**config.mk**
```make
export PLATFORM = sky130hd
export DESIGN_NAME = vx_barrier_ctrl_flat
export DESIGN_NICKNAME = d
export VERILOG_FILES = /design/src/rtl/vx_barrier_ctrl_pkg.sv /design/src/rtl/vx_barrier_ctrl_if.sv /design/src/rtl/vx_barrier_ctrl_gbar_arb.sv /design/src/rtl/vx_barrier_ctrl.sv /design/src/flat_wrapper.sv
export SDC_FILE = /design/constraint.sdc
export NUM_CORES = 1
export LEC_CHECK = 0
export BUFFER_PORTS_ARGS = -buffer_cell sky130_fd_sc_hd__buf_2
export CORE_MARGIN = 4
export CORE_UTILIZATION = 40
export CTS_CLUSTER_SIZE = 12
export DETAILED_ROUTE_END_ITERATION = 7
export HOLD_SLACK_MARGIN = 0.1
export PLACE_DENSITY_LB_ADDON = 0.15
export SYNTH_ARGS = -nofsm -noshare
export SYNTH_HDL_FRONTEND = slang
export SYNTH_HIERARCHICAL = 1
export SYNTH_SLANG_ARGS = --single-unit
```
**constraint.sdc**
```tcl
create_clock -name clk -period 2.6 [get_ports clk]
set_input_delay 0.13 -clock clk [delete_from_list [all_inputs] [get_ports clk]]
set_output_delay 0.13 -clock clk [all_outputs]
set_load 0.05 [all_outputs]
```
**src/rtl/vx_barrier_ctrl_pkg.sv**
```systemverilog
// ============================================================================
// Module   : vx_barrier_ctrl_pkg
// Brief    : Shared sizing, barrier entry types and helpers for the barrier controller.
// Revision : 1.0  initial release
// ============================================================================
`default_nettype none

package vx_barrier_ctrl_pkg;

    localparam int NUM_WARPS    = 4;
    localparam int NUM_BARRIERS = 4;
    localparam int NW_WIDTH     = (NUM_WARPS > 1) ? $clog2(NUM_WARPS) : 1;
    localparam int NB_WIDTH     = (NUM_BARRIERS > 1) ? $clog2(NUM_BARRIERS) : 1;

    typedef enum logic [1:0] {
        IDLE     = 2'd0,
        COLLECT  = 2'd1,
        WAIT_GLB = 2'd2
    } bar_state_e;

    typedef struct packed {
        bar_state_e            state;
        logic [NW_WIDTH-1:0]   count;
        logic [NUM_WARPS-1:0]  wmask;
        logic                  pend;
    } bar_entry_t;

    // Index of the lowest set bit; zero when the vector is empty.
    function automatic logic [NB_WIDTH-1:0] lowest_set(input logic [NUM_BARRIERS-1:0] vec);
        lowest_set = '0;
        for (int i = NUM_BARRIERS - 1; i >= 0; i--) begin
            if (vec[i]) begin
                lowest_set = NB_WIDTH'(i);
            end
        end
    endfunction

endpackage

`default_nettype wire

```
**src/rtl/vx_barrier_ctrl_if.sv**
```systemverilog
// ============================================================================
// Module   : vx_barrier_ctrl_if
// Brief    : Barrier arrival, release and cluster gbar handshake bundle.
// Revision : 1.0  initial release
// ============================================================================
`default_nettype none

interface vx_barrier_ctrl_if;
    import vx_barrier_ctrl_pkg::*;

    logic                     bar_valid;
    logic [NW_WIDTH-1:0]      bar_wid;
    logic [NB_WIDTH-1:0]      bar_id;
    logic [NW_WIDTH-1:0]      bar_size_m1;
    logic                     bar_is_global;
    logic                     bar_is_noop;
    logic [NUM_WARPS-1:0]     stall_mask;
    logic                     release_valid;
    logic [NUM_WARPS-1:0]     release_mask;
    logic                     gbar_req_valid;
    logic [NB_WIDTH-1:0]      gbar_req_id;
    logic                     gbar_req_ready;
    logic                     gbar_rsp_valid;
    logic [NB_WIDTH-1:0]      gbar_rsp_id;

    modport master (
        output bar_valid, bar_wid, bar_id, bar_size_m1, bar_is_global, bar_is_noop,
        output gbar_req_ready, gbar_rsp_valid, gbar_rsp_id,
        input  stall_mask, release_valid, release_mask, gbar_req_valid, gbar_req_id
    );

    modport slave (
        input  bar_valid, bar_wid, bar_id, bar_size_m1, bar_is_global, bar_is_noop,
        input  gbar_req_ready, gbar_rsp_valid, gbar_rsp_id,
        output stall_mask, release_valid, release_mask, gbar_req_valid, gbar_req_id
    );

endinterface

`default_nettype wire

```
**src/rtl/vx_barrier_ctrl_gbar_arb.sv**
```systemverilog
// ============================================================================
// Module   : vx_bar_gbar_arb
// Brief    : Lowest-id pick among pending global barriers, held as a registered request.
// Revision : 1.0  initial release
// ============================================================================
`default_nettype none

module vx_bar_gbar_arb
    import vx_barrier_ctrl_pkg::*;
(
    input  logic                    clk,
    input  logic                    reset_n,
    input  logic [NUM_BARRIERS-1:0] i_pend,
    input  logic                    i_req_ready,
    output logic                    o_req_valid,
    output logic [NB_WIDTH-1:0]     o_req_id,
    output logic                    o_req_fire
);

    logic                    r_req_valid;
    logic [NB_WIDTH-1:0]     r_req_id;
    logic                    w_fire;
    logic                    w_load;
    logic [NUM_BARRIERS-1:0] w_fired_oh;
    logic [NUM_BARRIERS-1:0] w_avail;

    assign w_fire     = r_req_valid & i_req_ready;
    assign w_load     = !r_req_valid || w_fire;
    // The granted id's pend bit clears on this same edge, so hide it from the next pick.
    assign w_fired_oh = w_fire ? (NUM_BARRIERS'(1) << r_req_id) : '0;
    assign w_avail    = i_pend & ~w_fired_oh;

    always_ff @(posedge clk or negedge reset_n) begin
        if (!reset_n) begin
            r_req_valid <= 1'b0;
            r_req_id    <= '0;
        end else if (w_load) begin
            r_req_valid <= |w_avail;
            r_req_id    <= lowest_set(w_avail);
        end
    end

    assign o_req_valid = r_req_valid;
    assign o_req_id    = r_req_id;
    assign o_req_fire  = w_fire;

endmodule

`default_nettype wire

```
**src/rtl/vx_barrier_ctrl.sv**
```systemverilog
// ============================================================================
// Module   : vx_barrier_ctrl
// Brief    : Per-barrier warp collection, stall tracking and local/global release.
// Revision : 1.0  initial release
// ============================================================================
`default_nettype none

module vx_barrier_ctrl
    import vx_barrier_ctrl_pkg::*;
(
    input  logic              clk,
    input  logic              reset_n,
    vx_barrier_ctrl_if.slave  bus
);

    localparam bar_entry_t c_entry_reset = '{state: IDLE, count: '0, wmask: '0, pend: 1'b0};

    bar_entry_t              r_entry     [NUM_BARRIERS];
    bar_entry_t              w_entry_nxt [NUM_BARRIERS];
    logic                    r_release_valid;
    logic [NUM_WARPS-1:0]    r_release_mask;
    logic [NUM_WARPS-1:0]    r_stall_mask;
    logic                    w_release_valid;
    logic [NUM_WARPS-1:0]    w_release_mask;
    logic [NUM_WARPS-1:0]    w_stall_nxt;

    bar_entry_t              w_arr_cur;
    bar_entry_t              w_rsp_cur;
    logic [NUM_WARPS-1:0]    w_arr_mask;
    logic                    w_arrive;
    logic                    w_dup_err;
    logic                    w_glb_err;
    logic                    w_rsp_ok;
    logic                    w_rsp_err;

    logic [NUM_BARRIERS-1:0] w_pend;
    logic                    w_req_valid;
    logic [NB_WIDTH-1:0]     w_req_id;
    logic                    w_req_fire;

    assign w_arr_cur  = r_entry[bus.bar_id];
    assign w_rsp_cur  = r_entry[bus.gbar_rsp_id];
    assign w_arr_mask = NUM_WARPS'(1) << bus.bar_wid;
    assign w_arrive   = bus.bar_valid && !bus.bar_is_noop;
    assign w_dup_err  = w_arrive && ((w_arr_cur.wmask & w_arr_mask) != '0);
    assign w_glb_err  = w_arrive && (w_arr_cur.state == WAIT_GLB);
    assign w_rsp_ok   = bus.gbar_rsp_valid && (w_rsp_cur.state == WAIT_GLB) && !w_rsp_cur.pend;
    assign w_rsp_err  = bus.gbar_rsp_valid && !w_rsp_ok;

    generate
        for (genvar b = 0; b < NUM_BARRIERS; b++) begin : g_pend
            assign w_pend[b] = r_entry[b].pend;
        end
    endgenerate

    vx_bar_gbar_arb u_gbar_arb (
        .clk         (clk),
        .reset_n     (reset_n),
        .i_pend      (w_pend),
        .i_req_ready (bus.gbar_req_ready),
        .o_req_valid (w_req_valid),
        .o_req_id    (w_req_id),
        .o_req_fire  (w_req_fire)
    );

    always_comb begin
        w_entry_nxt     = r_entry;
        w_release_valid = 1'b0;
        w_release_mask  = '0;

        if (w_req_fire) begin
            w_entry_nxt[w_req_id].pend = 1'b0;
        end

        if (w_rsp_ok) begin
            w_release_valid                 = 1'b1;
            w_release_mask                  = w_rsp_cur.wmask;
            w_entry_nxt[bus.gbar_rsp_id]    = c_entry_reset;
        end

        // A barrier in WAIT_GLB never accepts arrivals, so this cannot collide with the response above.
        if (w_arrive && !w_dup_err && !w_glb_err) begin
            if (w_arr_cur.count >= bus.bar_size_m1) begin
                if (bus.bar_is_global) begin
                    w_entry_nxt[bus.bar_id].state = WAIT_GLB;
                    w_entry_nxt[bus.bar_id].wmask = w_arr_cur.wmask | w_arr_mask;
                    w_entry_nxt[bus.bar_id].count = '0;
                    w_entry_nxt[bus.bar_id].pend  = 1'b1;
                end else begin
                    w_release_valid          = 1'b1;
                    w_release_mask           = w_release_mask | w_arr_cur.wmask | w_arr_mask;
                    w_entry_nxt[bus.bar_id]  = c_entry_reset;
                end
            end else begin
                w_entry_nxt[bus.bar_id].state = COLLECT;
                w_entry_nxt[bus.bar_id].wmask = w_arr_cur.wmask | w_arr_mask;
                w_entry_nxt[bus.bar_id].count = w_arr_cur.count + NW_WIDTH'(1);
            end
        end
    end

    always_comb begin
        w_stall_nxt = '0;
        for (int b = 0; b < NUM_BARRIERS; b++) begin
            w_stall_nxt = w_stall_nxt | w_entry_nxt[b].wmask;
        end
    end

    always_ff @(posedge clk or negedge reset_n) begin
        if (!reset_n) begin
            for (int b = 0; b < NUM_BARRIERS; b++) begin
                r_entry[b] <= c_entry_reset;
            end
            r_release_valid <= 1'b0;
            r_release_mask  <= '0;
            r_stall_mask    <= '0;
        end else begin
            for (int b = 0; b < NUM_BARRIERS; b++) begin
                r_entry[b] <= w_entry_nxt[b];
            end
            r_release_valid <= w_release_valid;
            r_release_mask  <= w_release_mask;
            r_stall_mask    <= w_stall_nxt;
        end
    end

    assign bus.stall_mask     = r_stall_mask;
    assign bus.release_valid  = r_release_valid;
    assign bus.release_mask   = r_release_mask;
    assign bus.gbar_req_valid = w_req_valid;
    assign bus.gbar_req_id    = w_req_id;

    a_arrival_legal: assert property (@(posedge clk) disable iff (!reset_n) !(w_dup_err || w_glb_err));
    a_rsp_legal:     assert property (@(posedge clk) disable iff (!reset_n) !w_rsp_err);

endmodule

`default_nettype wire
```
**src/flat_wrapper.sv**
```systemverilog
// flat-port wrapper written by rule: the top's interface ports become plain ports
module vx_barrier_ctrl_flat import vx_barrier_ctrl_pkg::*;
  (clk, reset_n, bus_bar_valid, bus_bar_wid, bus_bar_id, bus_bar_size_m1, bus_bar_is_global, bus_bar_is_noop, bus_gbar_req_ready, bus_gbar_rsp_valid, bus_gbar_rsp_id, bus_stall_mask, bus_release_valid, bus_release_mask, bus_gbar_req_valid, bus_gbar_req_id);
  vx_barrier_ctrl_if bus_i ();
  input  logic clk;
  input  logic reset_n;
  input wire logic [$bits(bus_i.bar_valid)-1:0] bus_bar_valid;
  input wire logic [$bits(bus_i.bar_wid)-1:0] bus_bar_wid;
  input wire logic [$bits(bus_i.bar_id)-1:0] bus_bar_id;
  input wire logic [$bits(bus_i.bar_size_m1)-1:0] bus_bar_size_m1;
  input wire logic [$bits(bus_i.bar_is_global)-1:0] bus_bar_is_global;
  input wire logic [$bits(bus_i.bar_is_noop)-1:0] bus_bar_is_noop;
  input wire logic [$bits(bus_i.gbar_req_ready)-1:0] bus_gbar_req_ready;
  input wire logic [$bits(bus_i.gbar_rsp_valid)-1:0] bus_gbar_rsp_valid;
  input wire logic [$bits(bus_i.gbar_rsp_id)-1:0] bus_gbar_rsp_id;
  output wire logic [$bits(bus_i.stall_mask)-1:0] bus_stall_mask;
  output wire logic [$bits(bus_i.release_valid)-1:0] bus_release_valid;
  output wire logic [$bits(bus_i.release_mask)-1:0] bus_release_mask;
  output wire logic [$bits(bus_i.gbar_req_valid)-1:0] bus_gbar_req_valid;
  output wire logic [$bits(bus_i.gbar_req_id)-1:0] bus_gbar_req_id;
  assign bus_i.bar_valid = bus_bar_valid;
  assign bus_i.bar_wid = bus_bar_wid;
  assign bus_i.bar_id = bus_bar_id;
  assign bus_i.bar_size_m1 = bus_bar_size_m1;
  assign bus_i.bar_is_global = bus_bar_is_global;
  assign bus_i.bar_is_noop = bus_bar_is_noop;
  assign bus_i.gbar_req_ready = bus_gbar_req_ready;
  assign bus_i.gbar_rsp_valid = bus_gbar_rsp_valid;
  assign bus_i.gbar_rsp_id = bus_gbar_rsp_id;
  assign bus_stall_mask = bus_i.stall_mask;
  assign bus_release_valid = bus_i.release_valid;
  assign bus_release_mask = bus_i.release_mask;
  assign bus_gbar_req_valid = bus_i.gbar_req_valid;
  assign bus_gbar_req_id = bus_i.gbar_req_id;
  vx_barrier_ctrl u_core (.clk(clk), .reset_n(reset_n), .bus(bus_i));
endmodule
```
==> results of run 1 <==
==> registers in the layout, summed over array words and instances, names as in the netlist <==
| register | count |
|---|---|
| u_core/r_entry | 36 |
| u_core/bus.release_mask | 4 |
| u_core/u_gbar_arb/o_req_id | 2 |
| u_core/bus.stall_mask | 4 |
| u_core/bus.release_valid | 1 |
| u_core/u_gbar_arb/o_req_valid | 1 |
==> final cells by class <==
type                            count  area [um2]  share of cell area
Timing Repair Buffer               43         260              0.0756
Clock buffer                        6        72.6              0.0211
Inverter                           16        60.1              0.0175
Sequential cell                    48        1200               0.349
Tap cell                           99         124              0.0360
Multi-Input combinational cell    212        1690               0.491
Clock inverter                      2        35.0              0.0102
==> cells by family (layout without fill, tap and decap cells) <==
logic type | after synthesis | count (layout) | share of synthesized area
compound gates | 96 | 96 | 0.235
xor+xnor | 1 | 1 | 0.00288
fa+ha+maj | 2 | 2 | 0.00824
buf+inv | 35 | 67 | 0.0502
flops | 48 | 48 | 0.395
mux | 39 | 39 | 0.178
simple gates | 74 | 74 | 0.130
==> cell usage in the layout (no fill, tap or decap), types with 5 or more instances in the layout <==
master and instances:
o41ai_1 5, nand2b_1 8, inv_1 16, mux2i_1 23, nor2b_1 6, mux4_2 11, o22ai_1 7, clkbuf_8 5
a21oi_1 8, a211oi_1 5, buf_4 16, or2_2 6, o211ai_1 13, buf_2 26, nand2_1 19, dfrtp_1 48
o21ai_0 25, nand3_1 6, nor2_1 10
==> synth_stat cells (all sizes together), types with 2 or more instances <==
| library cell | n | area share |
|---|---|---|
| nand3 | 6 | 0.0099 |
| or4b | 2 | 0.0066 |
| mux2 | 5 | 0.021 |
| o211ai | 13 | 0.032 |
| nand2b | 8 | 0.016 |
| dfrtp | 48 | 0.40 |
| a31oi | 3 | 0.0062 |
| o2111ai | 5 | 0.016 |
| a222oi | 3 | 0.0099 |
| nor3 | 4 | 0.0066 |
| a211oi | 5 | 0.012 |
| o21ai | 25 | 0.041 |
| and2 | 2 | 0.0041 |
| a21oi | 9 | 0.015 |
| mux4 | 11 | 0.082 |
| ha | 2 | 0.0082 |
| nor2b | 6 | 0.012 |
| nand4 | 2 | 0.0041 |
| a2111oi | 3 | 0.019 |
| mux2i | 23 | 0.076 |
| or2 | 8 | 0.016 |
| a221oi | 2 | 0.0058 |
| buf | 10 | 0.019 |
| inv | 16 | 0.020 |
| o22ai | 8 | 0.019 |
| o41ai | 5 | 0.014 |
| clkbuf | 9 | 0.011 |
| nor2 | 10 | 0.012 |
| nand2 | 21 | 0.028 |
| a22oi | 4 | 0.0099 |
==> power by group through the flow <==
stage | clock (mW) | combinational, mW | sequential [mW]
after CTS | 0.560 | 1.65 | 1.38
after global routing | 0.587 | 1.80 | 1.43
final | 0.539 | 1.67 | 1.39
after floorplan | 0 | 1.03 | 1.48
after global placement | 0 | 1.64 | 1.39
after detailed placement | 0 | 1.65 | 1.39
==> worst max-delay path: cells and delay by family, from the launching register on <==
family,cells,cell delay (ns)
AOI/OAI and AO/OA,4,0.92
adders and majority gates,1,0.22
buffers and inverters,1,0.10
DFF,1,0.40
muxes,1,0.51
and+or+nand+nor,1,0.17
==> repair_timing <==
action | in CTS | in global routing
hold buffers | 1 | 0
setup endpoints to repair | 0 | 0
endpoints found under the hold margin | 48 | 0
==> path summary, 6_finish.rpt <==
kind                                              start                                         to  slack [ns]  cells after the start
max                         u_core/r_entry[5]$_DFF_PN0_         u_core/bus.stall_mask[0]$_DFF_PN0_        0.18                      8
max in group asynchronous                       reset_n               u_core/r_entry[31]$_DFF_PN0_        1.72                      3
min                                   bus_bar_is_global               u_core/r_entry[26]$_DFF_PN0_        0.17                      2
min reg2reg                u_core/r_entry[14]$_DFF_PN0_               u_core/r_entry[14]$_DFF_PN0_        0.53                      2
max reg2reg                 u_core/r_entry[5]$_DFF_PN0_         u_core/bus.stall_mask[0]$_DFF_PN0_        0.18                      8
min in group asynchronous                       reset_n  u_core/u_gbar_arb/o_req_valid$_DFFE_PN0P_        0.44                      3
==> routing by layer <==
layer | GRT usage | up-vias | part of all wire
met5 | 0 | - | 0
met4 | 0.0877 | 0 | 0.028
met3 | 0.0284 | 25 | 0.067
met2 | 0.336 | 144 | 0.48
met1 | 0.301 | 1390 | 0.43
li1 | - | 1193 | -
==> results.py, run 1 <==
metrics = {
    "outcome": {
        "status": "finished clean",
    },
    "timing": {
        "setup_viol": 0,
        "period_needed_ns": 2.42,
        "rsz0062_at_grt": "false",
        "drv_slew": 0,
        "fin_crit_sh": 0.931,
        "final-hold-violation-count": 0,
        "slew_headroom": 0.454,
        "worst_pin_slew_ns": 0.814,
        "fin_skew_ns": 0.0121,
        "whs_ns": 0.170,
        "timing.fmax_ghz": 0.413,
        "fin_ws_ns": 0.178,
        "fin_setup_tns_ns": 0,
    },
    "finish": {
        "fin_util": 0.469,
        "fin_cells": 426,
        "drive_gt1_frac": 0.257,
        "fin_nets": 343,
        "diodes": 0,
        "area_growth_pct": 13.3,
        "design_area_um2": 3440,
        "fillCellCount": 687,
    },
    "worst_setup_path": {
        "critPathKind": "register to register",
        "crit_chain": "mux4_2 -> inv_1 -> ha_1 -> nand2b_1 -> a21o_1 -> a21oi_1 -> a211oi_1 -> o2111ai_1",
        "cp.arrival_ns": 2.62,
        "cp-end-kind": "register",
        "crit_fanout": 9,
        "required_ns": 2.79,
        "slowest_delay_ns": 0.51,
        "cp_slowest_cell": "mux4_2",
        "worst_setup_path_start_kind": "register",
    },
    "power": {
        "p_switching_mw": 1.60,
        "p_int_mw": 2.01,
        "combPwrFrac": 0.464,
        "p_clk_frac": 0.150,
        "leakagePower_nw": 1.51,
        "p_sw_frac": 0.443,
        "p_total_mw": 3.60,
        "power_density_nw_per_um2": 1050,
        "ir_drop_mv": 0.497,
        "pwr-share-seq": 0.387,
    },
    "floorplan": {
        "die_width_um": 95.2,
        "num_rows": 31,
        "die_y_um": 95.2,
        "initial_utilization": 0.414,
        "dieArea_um2": 9050,
        "coreArea_um2": 7330,
        "ios": 27,
    },
    "hold_path": {
        "worstHoldPathType": "input pin to register",
    },
    "synthesis": {
        "ys_ff_latch": 48,
        "avgSynthCellArea_um2": 10.3,
        "syn_area_um2": 3040,
        "syn_nets": 312,
        "ys_types": 57,
        "synthArstFlopShare": 1.00,
        "yosysWarnings": 6,
        "synthesis.instances": 295,
        "synthFlopType": "dfrtp_1",
        "synth_edf_count": 0,
        "synth_seq_area_share": 0.395,
    },
    "clock_network": {
        "clkLatencyLatePin_ns": 0.31,
        "cts_tree": "done",
        "clk_path_buf_depth": 2,
        "root_buffer": "clkbuf_8",
        "cts_buffers": 5,
        "cts_num_sinks": 48,
        "cts_resized": 0,
        "cts_setup_buffers": 0,
        "clk_pin_slew_ns": 0.08,
        "ctsHtreeMaxLevel": 2,
    },
    "placement": {
        "post-dp-hpwl_um": 6540,
        "place.gp.congestion": 0.906,
        "io_buffers": 26,
        "place_inst": 417,
        "place_ws_ns": 0.220,
        "placed_area_um2": 3320,
    },
    "route": {
        "wl_per_cell_um": 21.8,
        "via_per_inst": 6.46,
        "wl_um": 9310,
        "vias": 2752,
        "postRouteAntennaNets": 0,
        "drc": 0,
        "drtIter0Drc": 286,
        "first_pass_iters": 5,
    },
    "global_routing": {
        "grtUsageTotal": 0.215,
        "grt_max_degree": 49,
        "antenna_found_initial": 0,
        "overflow": 0,
        "grt_pass1_vias": 2616,
        "grt_pass1_wl_um": 14700,
    },
    "job": {
        "cap_viol_max_count": 0,
    },
}
Note: power is estimated with default switching activity, not from simulation.
==> inputs of run 2 (changes only) <==
- CORE_ASPECT_RATIO: not set -> 0.6
==> run 2 against run 1 <==
Net effect: critical path depth did not move; flip-flop and latch count is the same; sequential share of layout area decreased by 1.1 points.
==> results.py, run 2 (same netlist as run 1, synthesis figures left out) <==
metrics = {
    "placement": {
        "placed_area_um2": 3400,
        "place.gp.congestion": 1.00,
        "post-dp-hpwl_um": 7170,
        "io_buffers": 26,
    },
    "global_routing": {
        "antenna_found_initial": 0,
        "overflow": 0,
        "grt_pass1_vias": 2619,
        "grt_pass1_wl_um": 15400,
        "grtUsageTotal": 0.226,
        "grt_max_degree": 38,
    },
    "worst_setup_path": {
        "crit_chain": "mux4_2 -> inv_1 -> ha_1 -> nand2b_1 -> a21o_1 -> a21oi_1 -> a211oi_1 -> o2111ai_1",
        "cp_num_buf_inv": 1,
        "crit_fanout": 9,
        "required_ns": 2.78,
        "critPathKind": "register to register",
        "r2r_setup_slack_ns": 0.24,
        "slowest_delay_ns": 0.50,
        "worst_setup_path_start_kind": "register",
        "startpoint": "u_core/r_entry[5]$_DFF_PN0_",
        "cp_top_family": "compound AO/OA/AOI/OAI gates",
        "cp-end-kind": "register",
        "r2r-start": "u_core/r_entry[5]$_DFF_PN0_",
        "cp_slowest_cell": "mux4_2",
        "cp.arrival_ns": 2.54,
    },
    "floorplan": {
        "initial_utilization": 0.415,
        "dieArea_um2": 9100,
        "die_y_um": 75.5,
        "ios": 27,
        "die_width_um": 121,
        "num_rows": 24,
        "coreArea_um2": 7330,
    },
    "clock_network": {
        "cts_num_sinks": 48,
        "clk_path_buf_depth": 2,
        "cts_setup_buffers": 0,
        "cts_buffers": 5,
        "cts_tree": "done",
        "ctsHtreeMaxLevel": 2,
        "clk_pin_slew_ns": 0.06,
        "clkLatencyLatePin_ns": 0.29,
        "root_buffer": "clkbuf_16",
    },
    "route": {
        "wl_per_cell_um": 22.0,
        "postRouteAntennaNets": 0,
        "drc": 0,
        "via_per_inst": 6.10,
        "wl_um": 9680,
        "first_pass_iters": 5,
        "drtIter0Drc": 315,
        "vias": 2682,
    },
    "hold_path": {
        "hold_path_startpoint": "bus_bar_is_global",
        "worstHoldPathType": "input pin to register",
    },
    "timing": {
        "drv_slew": 0,
        "final-hold-violation-count": 0,
        "setup_viol": 0,
        "fin_skew_ns": 0.00401,
        "timing.fmax_ghz": 0.423,
        "worst_pin_slew_ns": 0.827,
        "rsz0062_at_grt": "false",
        "fin_setup_tns_ns": 0,
        "period_needed_ns": 2.36,
        "fin_crit_sh": 0.909,
        "slew_headroom": 0.449,
    },
    "finish": {
        "fin_nets": 353,
        "layout_commonest_cell": "dfrtp_1",
        "fin_util": 0.485,
        "regMostFlops": "u_core/r_entry",
        "drive_gt1_frac": 0.280,
        "layout_common_cells": "48 x dfrtp_1, 26 x buf_2, 26 x buf_4",
        "area_growth_pct": 16.9,
        "design_area_um2": 3550,
        "diodes": 0,
        "largest_register_ffs": 36,
    },
    "outcome": {
        "status": "finished clean",
    },
    "power": {
        "leakagePower_nw": 1.57,
        "p_total_mw": 3.76,
        "ir_drop_mv": 0.425,
        "power_density_nw_per_um2": 1060,
    },
    "job": {
        "cap_viol_max_count": 0,
    },
}
## run 2: cell types whose count changed in the layout (fill, tap and decap cells not counted)
| cell | change |
|---|---|
| buf_4 | +10 |
| clkbuf_16 | +5 |
| clkbuf_8 | -5 |
| a21oi_1 | -1 |
| a21oi_2 | +1 |
| bufinv_16 | -1 |
## run 2: through the flow
stage	setup slack [ns]	cells	hold slack, ns
after floorplan	0.119	295	-0.166
final	0.237	440	0.227
after global placement	0.194	432	0.286
after global routing	0.0860	440	0.212
after detailed placement	0.252	432	0.284
after CTS	0.220	440	0.206
## run 2: worst register-to-register path, stage by stage (launching register included)
cell and delay [ns]:
dfrtp_1 0.38, mux4_2 0.50, inv_1 0.09, ha_1 0.22
nand2b_1 0.17, a21o_1 0.32, a21oi_1 0.24, a211oi_1 0.07
o2111ai_1 0.25
## run 2: layout make-up
| type | instances | area (um2) |
|---|---|---|
| Clock inverter | 1 | 5.00 |
| Fill cell | 719 | 3770 |
| Tap cell | 104 | 130 |
| Sequential cell | 48 | 1200 |
| Inverter | 16 | 60.1 |
| Timing Repair Buffer | 53 | 335 |
| Multi-Input combinational cell | 212 | 1690 |
| Clock buffer | 6 | 129 |
## run 2: power by group
part | total, mW | internal, mW | leakage [nW] | switching [mW]
clock | 0.617 | 0.350 | 0.0667 | 0.267
sequential | 1.39 | 1.05 | 0.617 | 0.340
combinational | 1.75 | 0.711 | 0.889 | 1.04
## run 2: path summary, 6_finish.rpt
check,depth (start not counted),to
max reg2reg,8,u_core/bus.stall_mask[2]$_DFF_PN0_
max in group asynchronous,3,u_core/r_entry[5]$_DFF_PN0_
min,2,u_core/r_entry[26]$_DFF_PN0_
min reg2reg,2,u_core/r_entry[6]$_DFF_PN0_
min in group asynchronous,2,u_core/r_entry[17]$_DFF_PN0_
max,8,u_core/bus.stall_mask[2]$_DFF_PN0_
## run 2: per-layer routing
layer / global-route usage / up-vias / part of all wire
li1: - / 1212 / -
met1: 0.349 / 1329 / 0.49
met4: 0.0427 / 0 / 0.0097
met5: 0 / - / 0
met2: 0.312 / 131 / 0.40
met3: 0.0675 / 10 / 0.10
## run 2: timing repair
item                                   4_1_cts  5_1_grt
endpoints found under the hold margin       35        0
gates resized for setup                      0        1
setup endpoints to repair                    0        1
hold buffers                                 1        0
